`config.mk`:
```
export PLATFORM = sky130hd
export DESIGN_NAME = exp_align_sched_flat
export DESIGN_NICKNAME = d
export VERILOG_FILES = /design/src/rtl/exp_align_sched_if.sv /design/src/rtl/exp_align_sched.sv /design/src/flat_wrapper.sv
export SDC_FILE = /design/constraint.sdc
export NUM_CORES = 1
export LEC_CHECK = 0
export CAP_MARGIN = 40
export CORE_ASPECT_RATIO = 0.7
export CORE_MARGIN = 8
export CORE_UTILIZATION = 48
export CTS_CLUSTER_SIZE = 20
export DETAILED_ROUTE_END_ITERATION = 8
export PLACE_DENSITY = 0.77
export SYNTH_ARGS = -nofsm -noshare
export SYNTH_HDL_FRONTEND = slang
export SYNTH_SLANG_ARGS = --single-unit
```
`constraint.sdc`:
```
create_clock -name clk -period 3 [get_ports clk]
set_clock_uncertainty 0.1 [all_clocks]
set_input_delay 0.9 -clock clk [delete_from_list [all_inputs] [get_ports clk]]
set_output_delay 0.9 -clock clk [all_outputs]
set_load 0.1 [all_outputs]
```
`src/rtl/exp_align_sched_if.sv`:
```
// exp_align_sched_if -- operand/result bundle for the exponent alignment scheduler.
//   master : producer/consumer side (drives mode, operands, in_valid, out_ready)
//   slave  : the scheduler (drives in_ready, out_valid, max/dif results, err_mode)
interface exp_align_sched_if;
    logic [1:0] mode;
    logic       in_valid;
    logic       in_ready;
    logic [7:0] e_bf;
    logic [7:0] c_bf;
    logic [3:0] exp1, exp2, exp3, exp4, exp5, exp6;
    logic [3:0] c_fp;
    logic       out_valid;
    logic       out_ready;
    logic [7:0] max_bf;
    logic [3:0] max_fp;
    logic [7:0] dif_bfe;
    logic [7:0] dif_bfc;
    logic [3:0] dif1, dif2, dif3, dif4, dif5, dif6;
    logic [3:0] difc;
    logic       err_mode;

    modport master (
        output mode, in_valid, e_bf, c_bf, exp1, exp2, exp3, exp4, exp5, exp6,
               c_fp, out_ready,
        input  in_ready, out_valid, max_bf, max_fp, dif_bfe, dif_bfc,
               dif1, dif2, dif3, dif4, dif5, dif6, difc, err_mode
    );

    modport slave (
        input  mode, in_valid, e_bf, c_bf, exp1, exp2, exp3, exp4, exp5, exp6,
               c_fp, out_ready,
        output in_ready, out_valid, max_bf, max_fp, dif_bfe, dif_bfc,
               dif1, dif2, dif3, dif4, dif5, dif6, difc, err_mode
    );
endinterface

```
`src/rtl/exp_align_sched.sv`:
```
// exp_align_sched -- finds the maximum exponent of a BF16 or FP operand bundle
// by scanning one operand per cycle, then produces each operand's alignment
// shift (max - exponent) in a single cycle and holds the result until taken.
//   clk  : clock, rising edge
//   rst  : synchronous active-high reset
//   bus  : exp_align_sched_if.slave -- mode/operands/in_valid/in_ready on the
//          input side, max/dif results/err_mode/out_valid/out_ready on output.
// Modes: 00 BF16 (e_bf, c_bf), 01 FP 3-product (exp1..exp3, c_fp),
//        11 FP 6-product (exp1..exp6, c_fp), 10 illegal (err_mode result).
module exp_align_sched (
    input  logic                  clk,
    input  logic                  rst,
    exp_align_sched_if.slave      bus
);
    typedef enum logic [1:0] {IDLE, SCAN, DIFF, HOLD} state_t;

    state_t     state_reg, state_next;

    logic [1:0] mode_reg;
    logic [7:0] e_bf_reg, c_bf_reg;
    logic [3:0] fp_reg [6];
    logic [3:0] c_fp_reg;
    logic [7:0] max_reg;
    logic [2:0] cnt_reg;

    logic       out_valid_reg, err_mode_reg;
    logic [7:0] max_bf_reg, dif_bfe_reg, dif_bfc_reg;
    logic [3:0] max_fp_reg, difc_reg;
    logic [3:0] dif_reg [6];

    logic       accept;
    logic [2:0] scan_last;
    logic [7:0] scan_op;
    logic       is_bf, is_fp;
    logic [5:0] fp_use;
    logic [3:0] fp_dif [6];

    assign accept = bus.in_valid && (state_reg == IDLE);
    assign is_bf  = (mode_reg == 2'b00);
    // Modes 01 and 11 are the FP modes; 10 is excluded so it yields zeros.
    assign is_fp  = mode_reg[0];

    // Index of the final operand in the scan order (N-1).
    always_comb begin
        scan_last = 3'd1;
        case (mode_reg)
            2'b01:   scan_last = 3'd3;
            2'b11:   scan_last = 3'd6;
            default: scan_last = 3'd1;
        endcase
    end

    // Operand compared against the running max on this SCAN cycle.
    always_comb begin
        scan_op = 8'd0;
        case (mode_reg)
            2'b00:   scan_op = (cnt_reg == 3'd0) ? e_bf_reg : c_bf_reg;
            2'b01:   scan_op = (cnt_reg == 3'd3) ? {4'd0, c_fp_reg}
                                                 : {4'd0, fp_reg[cnt_reg]};
            2'b11:   scan_op = (cnt_reg == 3'd6) ? {4'd0, c_fp_reg}
                                                 : {4'd0, fp_reg[cnt_reg]};
            default: scan_op = 8'd0;
        endcase
    end

    // Per-product shifts; products beyond the active mode's count read as 0.
    // The running max dominates every scanned operand, so no underflow.
    genvar gi;
    generate
        for (gi = 0; gi < 6; gi++) begin : g_fp_dif
            localparam bit IN_FP3 = (gi < 3);
            assign fp_use[gi] = (mode_reg == 2'b11) || (IN_FP3 && (mode_reg == 2'b01));
            assign fp_dif[gi] = fp_use[gi] ? (max_reg[3:0] - fp_reg[gi]) : 4'd0;
        end
    endgenerate

    always_ff @(posedge clk) begin
        if (rst) state_reg <= IDLE;
        else     state_reg <= state_next;
    end

    always_comb begin
        state_next = state_reg;
        case (state_reg)
            // Illegal mode bypasses SCAN; the DIFF pass loads all-zero results.
            IDLE: if (accept) state_next = (bus.mode == 2'b10) ? DIFF : SCAN;
            SCAN: if (cnt_reg == scan_last) state_next = DIFF;
            DIFF: state_next = HOLD;
            HOLD: if (bus.out_ready) state_next = IDLE;
            default: state_next = IDLE;
        endcase
    end

    always_ff @(posedge clk) begin
        if (rst) begin
            mode_reg      <= 2'b00;
            e_bf_reg      <= 8'd0;
            c_bf_reg      <= 8'd0;
            c_fp_reg      <= 4'd0;
            max_reg       <= 8'd0;
            cnt_reg       <= 3'd0;
            out_valid_reg <= 1'b0;
            err_mode_reg  <= 1'b0;
            max_bf_reg    <= 8'd0;
            max_fp_reg    <= 4'd0;
            dif_bfe_reg   <= 8'd0;
            dif_bfc_reg   <= 8'd0;
            difc_reg      <= 4'd0;
            for (int i = 0; i < 6; i++) begin
                fp_reg[i]  <= 4'd0;
                dif_reg[i] <= 4'd0;
            end
        end else begin
            case (state_reg)
                IDLE: if (accept) begin
                    mode_reg    <= bus.mode;
                    e_bf_reg    <= bus.e_bf;
                    c_bf_reg    <= bus.c_bf;
                    fp_reg[0]   <= bus.exp1;
                    fp_reg[1]   <= bus.exp2;
                    fp_reg[2]   <= bus.exp3;
                    fp_reg[3]   <= bus.exp4;
                    fp_reg[4]   <= bus.exp5;
                    fp_reg[5]   <= bus.exp6;
                    c_fp_reg    <= bus.c_fp;
                    max_reg     <= 8'd0;
                    cnt_reg     <= 3'd0;
                    max_bf_reg  <= 8'd0;
                    max_fp_reg  <= 4'd0;
                    dif_bfe_reg <= 8'd0;
                    dif_bfc_reg <= 8'd0;
                    difc_reg    <= 4'd0;
                    for (int i = 0; i < 6; i++) dif_reg[i] <= 4'd0;
                end
                SCAN: begin
                    if (scan_op > max_reg) max_reg <= scan_op;
                    cnt_reg <= cnt_reg + 3'd1;
                end
                DIFF: begin
                    out_valid_reg <= 1'b1;
                    err_mode_reg  <= (mode_reg == 2'b10);
                    max_bf_reg    <= is_bf ? max_reg : 8'd0;
                    dif_bfe_reg   <= is_bf ? (max_reg - e_bf_reg) : 8'd0;
                    dif_bfc_reg   <= is_bf ? (max_reg - c_bf_reg) : 8'd0;
                    max_fp_reg    <= is_fp ? max_reg[3:0] : 4'd0;
                    difc_reg      <= is_fp ? (max_reg[3:0] - c_fp_reg) : 4'd0;
                    for (int i = 0; i < 6; i++) dif_reg[i] <= fp_dif[i];
                end
                HOLD: if (bus.out_ready) begin
                    out_valid_reg <= 1'b0;
                    err_mode_reg  <= 1'b0;
                end
                default: ;
            endcase
        end
    end

    assign bus.in_ready  = (state_reg == IDLE);
    assign bus.out_valid = out_valid_reg;
    assign bus.err_mode  = err_mode_reg;
    assign bus.max_bf    = max_bf_reg;
    assign bus.max_fp    = max_fp_reg;
    assign bus.dif_bfe   = dif_bfe_reg;
    assign bus.dif_bfc   = dif_bfc_reg;
    assign bus.dif1      = dif_reg[0];
    assign bus.dif2      = dif_reg[1];
    assign bus.dif3      = dif_reg[2];
    assign bus.dif4      = dif_reg[3];
    assign bus.dif5      = dif_reg[4];
    assign bus.dif6      = dif_reg[5];
    assign bus.difc      = difc_reg;
endmodule

```
`src/flat_wrapper.sv`:
```
// flat-port wrapper written by rule: the top's interface ports become plain ports
module exp_align_sched_flat 
  (clk, rst, bus_mode, bus_in_valid, bus_e_bf, bus_c_bf, bus_exp1, bus_exp2, bus_exp3, bus_exp4, bus_exp5, bus_exp6, bus_c_fp, bus_out_ready, bus_in_ready, bus_out_valid, bus_max_bf, bus_max_fp, bus_dif_bfe, bus_dif_bfc, bus_dif1, bus_dif2, bus_dif3, bus_dif4, bus_dif5, bus_dif6, bus_difc, bus_err_mode);
  exp_align_sched_if bus_i ();
  input  logic clk;
  input  logic rst;
  input wire logic [$bits(bus_i.mode)-1:0] bus_mode;
  input wire logic [$bits(bus_i.in_valid)-1:0] bus_in_valid;
  input wire logic [$bits(bus_i.e_bf)-1:0] bus_e_bf;
  input wire logic [$bits(bus_i.c_bf)-1:0] bus_c_bf;
  input wire logic [$bits(bus_i.exp1)-1:0] bus_exp1;
  input wire logic [$bits(bus_i.exp2)-1:0] bus_exp2;
  input wire logic [$bits(bus_i.exp3)-1:0] bus_exp3;
  input wire logic [$bits(bus_i.exp4)-1:0] bus_exp4;
  input wire logic [$bits(bus_i.exp5)-1:0] bus_exp5;
  input wire logic [$bits(bus_i.exp6)-1:0] bus_exp6;
  input wire logic [$bits(bus_i.c_fp)-1:0] bus_c_fp;
  input wire logic [$bits(bus_i.out_ready)-1:0] bus_out_ready;
  output wire logic [$bits(bus_i.in_ready)-1:0] bus_in_ready;
  output wire logic [$bits(bus_i.out_valid)-1:0] bus_out_valid;
  output wire logic [$bits(bus_i.max_bf)-1:0] bus_max_bf;
  output wire logic [$bits(bus_i.max_fp)-1:0] bus_max_fp;
  output wire logic [$bits(bus_i.dif_bfe)-1:0] bus_dif_bfe;
  output wire logic [$bits(bus_i.dif_bfc)-1:0] bus_dif_bfc;
  output wire logic [$bits(bus_i.dif1)-1:0] bus_dif1;
  output wire logic [$bits(bus_i.dif2)-1:0] bus_dif2;
  output wire logic [$bits(bus_i.dif3)-1:0] bus_dif3;
  output wire logic [$bits(bus_i.dif4)-1:0] bus_dif4;
  output wire logic [$bits(bus_i.dif5)-1:0] bus_dif5;
  output wire logic [$bits(bus_i.dif6)-1:0] bus_dif6;
  output wire logic [$bits(bus_i.difc)-1:0] bus_difc;
  output wire logic [$bits(bus_i.err_mode)-1:0] bus_err_mode;
  assign bus_i.mode = bus_mode;
  assign bus_i.in_valid = bus_in_valid;
  assign bus_i.e_bf = bus_e_bf;
  assign bus_i.c_bf = bus_c_bf;
  assign bus_i.exp1 = bus_exp1;
  assign bus_i.exp2 = bus_exp2;
  assign bus_i.exp3 = bus_exp3;
  assign bus_i.exp4 = bus_exp4;
  assign bus_i.exp5 = bus_exp5;
  assign bus_i.exp6 = bus_exp6;
  assign bus_i.c_fp = bus_c_fp;
  assign bus_i.out_ready = bus_out_ready;
  assign bus_in_ready = bus_i.in_ready;
  assign bus_out_valid = bus_i.out_valid;
  assign bus_max_bf = bus_i.max_bf;
  assign bus_max_fp = bus_i.max_fp;
  assign bus_dif_bfe = bus_i.dif_bfe;
  assign bus_dif_bfc = bus_i.dif_bfc;
  assign bus_dif1 = bus_i.dif1;
  assign bus_dif2 = bus_i.dif2;
  assign bus_dif3 = bus_i.dif3;
  assign bus_dif4 = bus_i.dif4;
  assign bus_dif5 = bus_i.dif5;
  assign bus_dif6 = bus_i.dif6;
  assign bus_difc = bus_i.difc;
  assign bus_err_mode = bus_i.err_mode;
  exp_align_sched u_core (.clk(clk), .rst(rst), .bus(bus_i));
endmodule
```
==> out/results.ini, run 1 <==
[cells_and_area]
diodes = 0
num-nets-final = 849
layout-drive-gt1-share = 0.1835
final_cell_mix = buf_4, dfxtp_1, inv_1
area.growth.synth_to_final_pct = 30.75
nFillCells = 997
final_common_cell = buf_4

[detailed_routing]
via_count = 4866
wl_per_cell_um = 18.24
viasPerCell = 5.324
drc_errors = 0
first_iter_violations = 358
routed_wl_um = 16680
ant_nets = 0
firstDrtPassIters = 6

[power]
p_comb_frac = 0.425
power.share.sequential = 0.305
switching_share = 0.4120
internal-power_mw = 4.295
clockPowerShare = 0.271
peakVddDrop_mv = 0.8085
p_leak_nw = 3.415
power_switching_mw = 3.010
p_per_area_nw_per_um2 = 908.6

[place]
io_buffers = 108
gp_congestion = 0.8856
hpwl_um = 12970

[global_route]
grt_pass1_wl_um = 26910
grt_pass1_vias = 5109
antenna_found_initial = 0
grt_max_degree = 39
grt_util_all_layers = 0.2064
overflow = 0

[sta]
worst_pin_slew_ns = 0.8282
fmaxAchievable_ghz = 0.3441
relSlewSlack = 0.4473
fin_worst_hold_slack_ns = 0.3525
tns_ns = 0
rsz0062_at_grt = false
period_share = 0.9686
finalHoldViolCount = 0
slew_viol_final = 0
min_period_ns = 2.906
finalSetupViolations = 0

[clock_network]
cts_max_level = 4
numCtsBuffers = 17
cts_tree = built
cts_root_buf = clkbuf_16
cts_num_sinks = 120
clkTransAtPathRegs_ns = 0.05
clkLatencyLatePin_ns = 0.42
clock_path_buffers = 2

[synthesis]
synth-seq-cells = 120
syn_area_um2 = 6148
ys_seq_area_frac = 0.4689
ys_types = 48
yosysWarnings = 0
synth.avg_cell_area_um2 = 10.13
ys.flop_type = dfxtp_1
netlist_instances = 607
synth_edf_count = 48
synth_nets = 717
async_reset_ff_frac = 0

[die]
io_pins = 109
coreArea_um2 = 12460
rows = 34
die_y_um = 110.7
initial_core_util = 0.4933
die_w_um = 151.3
die_area_um2 = 16740

[worst_setup_path]
crit_chain = mux2_1 > mux4_2 > mux2_4 > a21oi_4 > ha_1 > nand4_1 > nor2_1 > a21oi_1 > o22ai_2 > buf_4 > a22o_1
worstSetupEndpointType = flop
reg2reg_slack_ns = 0.09
crit_arrival_ns = 3.11
cp-start-kind = flop
slowest_stage = mux4_2
cpPeakStageDelay_ns = 0.45
path_max_fanout = 8
worstPathRequired_ns = 3.20
path_class = reg -> reg

[min_path]
hold_class = reg -> reg

[status]
outcome = complete, no violations

[flow_run]
cap_viol_max_count = 0

-- cells in the mapped netlist, types with 12 or more instances --
cell type,instances,area share
inv_1,57,0.035
nand2_1,54,0.033
edfxtp_1,48,0.23
dfxtp_1,72,0.23
nor2_1,49,0.030
ha_1,51,0.10
and2_1,27,0.027
o21ai_0,50,0.041
xnor2_1,17,0.024
a22o_1,18,0.026
a21oi_1,26,0.021
xor2_1,14,0.020
clkbuf_1,17,0.010
a21o_1,12,0.015
-- cell type report --
class | instances | area, um2 | share of cell area
inverter | 57 | 214.0 | 0.02661
clock buffer | 25 | 485.5 | 0.06039
timing repair buffer | 134 | 1154 | 0.1435
clock inverter | 7 | 90.09 | 0.01121
sequential | 120 | 2888 | 0.3592
multi-input combinational | 409 | 3005 | 0.3739
tap | 162 | 202.7 | 0.02521
-- metrics by stage --
stage / util / cells / setup slack [ns] / total power, mW / area [um2]
2_1_floorplan: - / 607 / 0.04423 / 4.470 / 6155
3_3_place_gp: 0.5930 / 877 / 0.04480 / 5.193 / 7391
3_5_place_dp: 0.5930 / 877 / 0.01123 / 5.267 / 7391
4_1_cts: 0.6399 / 909 / 0.02605 / 7.268 / 7976
5_1_grt: 0.6450 / 914 / 0.0001947 / 7.657 / 8039
6_report: 0.6450 / 914 / 0.09417 / 7.304 / 8039
-- logic make-up (layout without fill, tap and decap cells) --
kind of cell,after synthesis,count (layout),synth area share
adders and majority gates,60,60,0.1331
xor gates and xnor gates,31,31,0.04416
and+or+nand+nor,170,170,0.1302
DFF,120,120,0.4689
buffers and inverters,78,223,0.04904
AOI/OAI and AO/OA,128,128,0.1323
muxes,20,20,0.04233
-- worst paths after layout --
check | endpoint | from | cells past startpoint
max | u_core.max_reg[5]$_SDFFE_PP0P_ | u_core.fp_reg[3][0]$_SDFFCE_PN0P_ | 11
min | u_core.bus.dif_bfc[5]$_SDFFE_PP0P_ | u_core.bus.dif_bfc[5]$_SDFFE_PP0P_ | 2
max reg2reg | u_core.max_reg[5]$_SDFFE_PP0P_ | u_core.fp_reg[3][0]$_SDFFCE_PN0P_ | 11
min reg2reg | u_core.bus.dif_bfc[5]$_SDFFE_PP0P_ | u_core.bus.dif_bfc[5]$_SDFFE_PP0P_ | 2
-- power by group through the flow --
stage | Clock (mW) | Sequential, mW | Combinational [mW]
floorplan | 0 | 3.17 | 1.31
global placement | 0 | 2.25 | 2.94
detailed placement | 0 | 2.27 | 3.00
CTS | 2.01 | 2.24 | 3.03
global route | 2.09 | 2.26 | 3.31
finish | 1.98 | 2.23 | 3.10
-- routing by layer --
layer / wire length, um / GRT usage / up-vias
met5: 0 / 0 / -
met4: 235 / 0.06575 / 0
met2: 7136 / 0.2969 / 165
li1: - / - / 2361
met3: 1235 / 0.06158 / 24
met1: 8068 / 0.2893 / 2316
-- what timing repair did --
| action | CTS | global route |
|---|---|---|
| resized for setup | 3 | 9 |
| pin swaps | 0 | 2 |
| hold buffers | 0 | 0 |
| buffers inserted | 0 | 5 |
| setup endpoints to repair | 7 | 8 |
-- worst max-delay path: cells and delay by family, from the launching register on --
family / cells / cell delay, ns
and+or+nand+nor: 2 / 0.16
adders and majority gates: 1 / 0.25
muxes: 3 / 1.06
DFF: 1 / 0.42
AOI/OAI and AO/OA: 4 / 0.63
buffers and inverters: 1 / 0.18
Note: power is estimated with default switching activity, not from simulation.
==> run 2, diff against run 1 <==
--- a/config.mk
+++ b/config.mk
@@ -7,7 +7,6 @@
 export LEC_CHECK = 0
 export CAP_MARGIN = 40
 export CORE_ASPECT_RATIO = 0.7
-export CORE_MARGIN = 8
 export CORE_UTILIZATION = 48
 export CTS_CLUSTER_SIZE = 20
 export DETAILED_ROUTE_END_ITERATION = 8
==> out/results.ini, run 2 (same netlist as run 1, synthesis figures left out) <==
[worst_setup_path]
slowest_stage = mux4_2
path_class = reg -> reg
cp-start-kind = flop
path_max_fanout = 8
r2r_start = u_core.fp_reg[1][0]$_SDFFCE_PN0P_
worstPathRequired_ns = 3.21
r2r-end = u_core.max_reg[5]$_SDFFE_PP0P_
reg2reg_slack_ns = 0.04
crit_arrival_ns = 3.17
worstRegToRegCells = 10
worstSetupEndpointType = flop
cpPeakStageDelay_ns = 0.45
crit_chain = mux2_1 > mux4_2 > mux2_4 > a21oi_4 > ha_1 > nand4_1 > nor2_1 > a21oi_1 > o22ai_4 > a22o_1

[cells_and_area]
num-nets-final = 848
multi_input_area_um2 = 3014
final_cell_mix = buf_4, dfxtp_1, inv_1
regArea_um2 = 2889
area.growth.synth_to_final_pct = 32.50
fin_cells = 912
nFillCells = 974
final_common_cell = buf_4
layout-drive-gt1-share = 0.1867
diodes = 0

[sta]
relSlewSlack = 0.5069
min_period_ns = 2.962
fmaxAchievable_ghz = 0.3376
worst_pin_slew_ns = 0.7387
finalHoldViolCount = 0
finalSetupViolations = 0
fin_worst_hold_slack_ns = 0.3552
slew_viol_final = 0
period_share = 0.9875

[power]
peakVddDrop_mv = 0.6581
p_per_area_nw_per_um2 = 929.2
p_leak_nw = 3.467
power_mw = 7.570

[global_route]
grt_max_degree = 47
antenna_found_initial = 0
overflow = 0
grt_util_all_layers = 0.2518
grt_pass1_vias = 4795
grt_pass1_wl_um = 25120

[min_path]
hold_start = u_core.bus.max_bf[4]$_SDFFE_PP0P_
hold_class = reg -> reg
min_delay_path_depth = 2
whs_endpoint = u_core.bus.max_bf[4]$_SDFFE_PP0P_

[detailed_routing]
ant_nets = 0
first_iter_violations = 506
wl_per_cell_um = 17.33
viasPerCell = 5.406
drc_errors = 0
via_count = 4930
firstDrtPassIters = 5
routed_wl_um = 15810

[die]
die_w_um = 137.3
die_area_um2 = 13270
coreArea_um2 = 12460
die_y_um = 96.69
rows = 34
io_pins = 109
initial_core_util = 0.4933

[place]
hpwl_um = 11720
gp_congestion = 0.9088
dpl.cell_count = 875
io_buffers = 108

[status]
outcome = complete, no violations

[clock_network]
cts_root_buf = clkbuf_16
cts_max_level = 4
postCtsHoldBufs = 0
clock_path_buffers = 2
clkTransAtPathRegs_ns = 0.06
cts_num_sinks = 120
cts_tree = built
clkLatencyLatePin_ns = 0.41
numCtsBuffers = 17

[flow_run]
cap_viol_max_count = 0

-- run 2: power breakdown --
part / internal [mW] / switching (mW) / leakage [nW] / total (mW)
Clock: 1.53 / 0.704 / 0.332 / 2.23
Combinational: 0.990 / 2.12 / 2.03 / 3.11
Sequential: 2.03 / 0.202 / 1.11 / 2.23
-- run 2: worst max-delay path by stage --
stage                                                 start                                 to  slack (ns)  cells after the start
after floorplan            u_core.state_reg[0]$_SDFFE_PP0P_  u_core.fp_reg[0][0]$_SDFFCE_PN0P_        0.04                      5
after global placement       u_core.cnt_reg[0]$_SDFFE_PP0P_     u_core.max_reg[1]$_SDFFE_PP0P_        0.08                     13
after detailed placement     u_core.cnt_reg[0]$_SDFFE_PP0P_     u_core.max_reg[1]$_SDFFE_PP0P_       -0.15                     13
after CTS                    u_core.cnt_reg[0]$_SDFFE_PP0P_     u_core.max_reg[1]$_SDFFE_PP0P_        0.01                     13
after global routing      u_core.fp_reg[1][0]$_SDFFCE_PN0P_     u_core.max_reg[5]$_SDFFE_PP0P_       -0.05                     10
final                     u_core.fp_reg[1][0]$_SDFFCE_PN0P_     u_core.max_reg[5]$_SDFFE_PP0P_        0.04                     10
-- run 2: area by class of cell --
type | instances | area share
Multi-Input combinational cell | 409 | 0.3700
Tap cell | 162 | 0.02488
Timing Repair Buffer | 133 | 0.1422
Sequential cell | 120 | 0.3546
Clock inverter | 4 | 0.008601
Inverter | 57 | 0.02626
Clock buffer | 27 | 0.07341
-- run 2: worst max-delay path, delay by kind of cell, from the launching register on --
kind / cells / cell delay [ns]
mux: 3 / 1.06
compound gates: 4 / 0.83
fa+ha+maj: 1 / 0.25
flops: 1 / 0.43
simple gates: 2 / 0.16
-- run 2: timing repair --
action / CTS / global route
gates resized for setup: 4 / 10
pin swaps: 1 / 4
buffers inserted: 0 / 6
endpoints found under the setup margin: 8 / 8
-- run 2: routing by layer --
layer,global-route usage,up-vias,wire [um]
met5,0,-,0
met2,0.3656,212,6781
met3,0.05084,24,1251
met4,0.08369,0,239
li1,-,2358,-
met1,0.3718,2336,7537
-- run 2: through the flow --
stage               cell area [um2]  setup slack (ns)    util  setup TNS (ns)
finish                         8147           0.03754  0.6536               0
global route                   8147          -0.05217  0.6536         -0.1693
CTS                            8074           0.01115  0.6478               0
detailed placement             7388           -0.1509  0.5928          -1.067
global placement               7388           0.08386  0.5928               0
floorplan                      6155           0.04423       -               0
